<file path="config.mk">
export PLATFORM = sky130hd
export DESIGN_NAME = spin_ctrl
export DESIGN_NICKNAME = d
export VERILOG_FILES = /design/src/rtl/spin_ctrl.sv
export SDC_FILE = /design/constraint.sdc
export NUM_CORES = 1
export LEC_CHECK = 0
export ABC_AREA = 1
export CORE_UTILIZATION = 44
export DETAILED_ROUTE_END_ITERATION = 7
export PLACE_DENSITY_LB_ADDON = 0.1
export SYNTH_ARGS = -nofsm -noshare
export SYNTH_HDL_FRONTEND = slang
export SYNTH_SLANG_ARGS = --single-unit
</file>
<file path="constraint.sdc">
create_clock -name clk_i -period 2.15 [get_ports clk_i]
set_input_delay 0.43 -clock clk_i [delete_from_list [all_inputs] [get_ports clk_i]]
set_output_delay 0.43 -clock clk_i [all_outputs]
set_load 0.01 [all_outputs]
</file>
<file path="src/rtl/spin_ctrl.sv">
// spin_ctrl: button-driven wheel controller (SPIN -> BRAKE -> STOPPED) with tick prescaler and LFSR.
// Define SPIN_BRAKE_EN to lengthen the tick period by BRAKE_STEP at every tick while braking.
module spin_ctrl #(
    parameter logic [15:0] TICK_FAST  = 16'd1000,
    parameter logic [15:0] BRAKE_STEP = 16'd250,
    parameter logic [15:0] TICK_MAX   = 16'd20000,
    parameter logic [15:0] LOCKOUT    = 16'd5000
) (
    input  logic       clk_i,
    input  logic       rst_i,
    input  logic       btn_i,
    input  logic       running_i,
    input  logic [2:0] pos_i,
    output logic       tick_o,
    output logic       stop_o,
    output logic [3:0] rand_o,
    output logic       win_o,
    output logic [3:0] jackpots_o,
    output logic [1:0] state_o
);
    typedef enum logic [1:0] {
        SPIN    = 2'd0,
        BRAKE   = 2'd1,
        STOPPED = 2'd2
    } state_t;

`ifdef SPIN_BRAKE_EN
    localparam logic [16:0] STEP = 17'(BRAKE_STEP);
`else
    // Deceleration compiled out: the step is forced to zero so the period never moves.
    localparam logic [16:0] STEP = 17'(BRAKE_STEP) & 17'd0;
`endif

    state_t      state;
    logic        sync1;
    logic        sync2;
    logic        btn_q;
    logic        run_q;
    logic        run_d;
    logic [15:0] lockout_cnt;
    logic [15:0] period;
    logic [15:0] count;

    logic        press_c;
    logic        fall_c;
    logic        at_end_c;
    logic [16:0] period_sum_c;
    logic [15:0] period_brk_c;

    // Press = rising edge of synchronized button outside the lockout window.
    assign press_c      = sync2 & ~btn_q & (lockout_cnt == 16'd0);
    assign fall_c       = run_d & ~run_q;
    assign at_end_c     = (count == (period - 16'd1));
    assign period_sum_c = {1'b0, period} + STEP;
    assign period_brk_c = (period_sum_c > {1'b0, TICK_MAX}) ? TICK_MAX : period_sum_c[15:0];
    assign state_o      = state;

    always_ff @(posedge clk_i or posedge rst_i) begin
        if (rst_i) begin
            state       <= SPIN;
            tick_o      <= 1'b0;
            stop_o      <= 1'b0;
            win_o       <= 1'b0;
            jackpots_o  <= 4'd0;
            rand_o      <= 4'b0001;
            period      <= TICK_FAST;
            count       <= 16'd0;
            lockout_cnt <= 16'd0;
            sync1       <= 1'b0;
            sync2       <= 1'b0;
            btn_q       <= 1'b0;
            run_q       <= 1'b0;
            run_d       <= 1'b0;
        end else begin
            sync1  <= btn_i;
            sync2  <= sync1;
            btn_q  <= sync2;
            run_q  <= running_i;
            run_d  <= run_q;
            rand_o <= {rand_o[2:0], rand_o[3] ^ rand_o[2]};
            win_o  <= 1'b0;

            if (lockout_cnt != 16'd0) begin
                lockout_cnt <= lockout_cnt - 16'd1;
            end

            // Free-running prescaler; keeps ticking in every state.
            if (at_end_c) begin
                tick_o <= 1'b1;
                count  <= 16'd0;
            end else begin
                tick_o <= 1'b0;
                count  <= count + 16'd1;
            end

            case (state)
                SPIN: begin
                    if (press_c) begin
                        state       <= BRAKE;
                        stop_o      <= 1'b1;
                        lockout_cnt <= LOCKOUT;
                    end
                end
                BRAKE: begin
                    if (at_end_c) begin
                        period <= period_brk_c;
                    end
                    if (fall_c) begin
                        state <= STOPPED;
                        if (pos_i == 3'd0) begin
                            win_o <= 1'b1;
                            if (jackpots_o != 4'd15) begin
                                jackpots_o <= jackpots_o + 4'd1;
                            end
                        end
                    end
                end
                STOPPED: begin
                    if (press_c) begin
                        state       <= SPIN;
                        stop_o      <= 1'b0;
                        lockout_cnt <= LOCKOUT;
                        period      <= TICK_FAST;
                        count       <= 16'd0;
                        tick_o      <= 1'b0;
                    end
                end
                default: begin
                    state  <= SPIN;
                    stop_o <= 1'b0;
                end
            endcase
        end
    end
endmodule

</file>
==> impl_metrics.toml <==
[run_status]
outcome = "complete, no violations"

[timing]
worst_pin_slew_ps = 350.9
setup_violations = 0
period_share_pct = 84.41
finalClockSkew_ps = 14.97
rsz0062_at_grt = "no"
drv_slew = 0
setup_slack_ps = 335.2
period_minus_slack_ps = 1815
timing.fmax_mhz = 551.0
finalHoldViolCount = 0
slew_headroom_pct = 76.43
setup_tns_ps = 0

[cells_and_area]
drive_gt1_share_pct = 7.989
multi_input_area_mm2 = 0.001190
regArea_mm2 = 0.001304
syn2layout_area_growth_pct = 15.95
fillCellCount = 571
num_antenna_cells = 0
nets = 373

[global_routing]
grt-ovfl-total = 0
grt_pass1_vias = 2150
grtUsageTotal_pct = 19.40
grt_max_degree = 40
antenna_found_initial = 0
grt_pass1_wl_um = 9549

[critical_path]
slowest_delay_ps = 550
path_buf_inv = 1
startpoint = "rand_o[0]$_DFF_PP1_"
critPathKind = "register to output pin"
cp_slowest_cell = "dfstp_2"
crit_arrival_ps = 1380
path_cells = "clkdlybuf4s50_1"
cp_max_fo = 2
critical_path_required_ps = 1720
path_delay_family = "flip-flops"
r2r-start = "lockout_cnt[0]$_DFF_PP0_"
r2r-end = "period[11]$_DFFE_PP0P_"
reg2reg_depth = 9
critPathCaptureType = "output pin"
r2r_slack_ps = 350
critical_path.startpoint_type = "register"

[logic_synthesis]
ys_types = 25
syn-cell-area_mm2 = 0.002651
ys_seq_area_share_pct = 49.17
synth_cells = 334
synth-seq-cells = 52
synth_warnings = 0
avgSynthCellArea_um2 = 7.938
syn_nets = 345

[run]
cap_viol_max_count = 0

[floorplanning]
dieWidth_um = 79.63
ios = 20
core-area_mm2 = 0.005642
dieArea_mm2 = 0.006340
row_count = 27
die_y_um = 79.63
floorplan.initialDensity_pct = 46.99

[drt]
via_per_inst = 4.943
firstDrtPassIters = 4
drt-initial-drc-count = 110
drc = 0
wire_per_inst_um = 12.39
num_vias = 2150
wirelength_um = 5389
ant_nets = 0

[worst_hold_path]
hold_depth = 0
holdCritStartpoint = "sync1$_DFF_PP0_"
worstHoldEndpoint = "sync2$_DFF_PP0_"
hold_class = "register to register"

[clock_tree]
hold_buffers = 0
htree_levels = 2
clock-sinks = 52
clock_path_buffers = 2
cts-resized-gates = 0
cts_buffers = 5
clock_latency_ps = 310
root_buffer = "clkbuf_8"
path_clk_slew_ps = 90
tritoncts = "built"
cts_setup_buffers = 0

[power]
peakVddDrop_mv = 0.4728
p_leak_uw = 0.001478
power.density_mw_per_mm2 = 865.7

[placement]
gp_congestion = 0.9052
place_hpwl_um = 4074
pre_cts_ws_ps = 383.3
io_buffers = 19
[layout by cell type, fill, tap and decap left out, types with 4 or more instances in the layout]
cell	n
clkbuf_8	5
nand4_1	5
nand3_1	29
nand2_2	5
nand2_1	78
ha_1	4
dfrtp_1	50
clkdlybuf4s50_1	19
a21oi_1	16
nor2_1	60
o21ai_0	9
inv_1	40
xor2_1	9
nor3_1	4
xnor2_1	4
[power breakdown]
part           internal [uW]  switching (uW)
logic                    248             382
registers               1160             191
clock network            351             331
total                   1760             905
[cells in the mapped netlist, drive strengths merged]
library cell / count / share of area, %
ha: 4 / 1.9
nand3b: 1 / 0.28
nand3: 29 / 5.5
nand4: 6 / 1.7
xor2: 9 / 3.0
xnor2: 4 / 1.3
nor4: 1 / 0.80
or2: 2 / 0.47
dfstp: 2 / 2.0
o31ai: 2 / 0.57
dfrtp: 50 / 47
a211oi: 1 / 0.28
nor3: 5 / 1.1
nand2: 83 / 12
a21oi: 16 / 3.0
inv: 42 / 5.9
nor2: 65 / 10
o211ai: 3 / 0.85
o21ai: 9 / 1.7
[state kept, by name, summed over array words and instances, names as in the netlist]
register / cells
sync1: 1
sync2: 1
count: 16
run_d: 1
state_o: 2
rand_o: 4
jackpots_o: 4
tick_o: 1
period: 2
btn_q: 1
lockout_cnt: 16
stop_o: 1
run_q: 1
win_o: 1
[cell families after synthesis]
logic type,share of synthesized area [%]
adder cells (fa/ha/maj),1.888
XOR/XNOR,4.295
AND/OR/NAND/NOR,32.28
flip-flops,49.17
buffers and inverters,5.946
AO/OA/AOI/OAI,6.418
[per-stage QoR]
stage / power [uW] / hold WS [ps] / cell area (um^2) / cells / utilization, %
after global routing: 2852 / 375.7 / 3074 / 435 / 54.49
after CTS: 2684 / 373.7 / 3074 / 435 / 54.49
after detailed placement: 1991 / 350.3 / 2959 / 427 / 52.45
final: 2661 / 368.0 / 3074 / 435 / 54.49
after global placement: 1984 / 335.0 / 2959 / 427 / 52.45
after floorplan: 1802 / 331.2 / 2651 / 334 / -
[final cells by class]
class / instances / area share (%)
multi-input combinational: 240 / 38.71
clock inverter: 3 / 1.506
inverter: 42 / 5.128
sequential: 52 / 42.41
timing repair buffer: 21 / 7.082
clock buffer: 5 / 2.239
tap: 72 / 2.930
[worst register-to-register path, cell delays in order (launching register included)]
cell	delay [ps]
dfrtp_1	420
inv_1	130
ha_1	200
nand3_1	80
nor2_1	270
nand4_2	250
nand2_1	140
nand2_1	80
nand2_1	60
nand2_1	40
[metal layers]
metal,track usage (%),part of all wire [%],vias up
met1,26.70,49,988
met2,31.79,46,37
met4,4.727,0.89,0
li1,-,-,1119
met3,3.200,3.3,6
met5,0,0,-
[worst max-delay path by stage]
stage                                  end  slack (ps)  cells past startpoint
CTS                              rand_o[0]         320                      1
finish                           rand_o[0]         340                      1
floorplan                  btn_q$_DFF_PP0_         470                      1
global placement        count[0]$_DFF_PP0_         450                      7
global route        period[11]$_DFFE_PP0P_         180                      9
detailed placement  period[11]$_DFFE_PP0P_         380                      9
No activity file was read; power rests on OpenSTA's default activity.
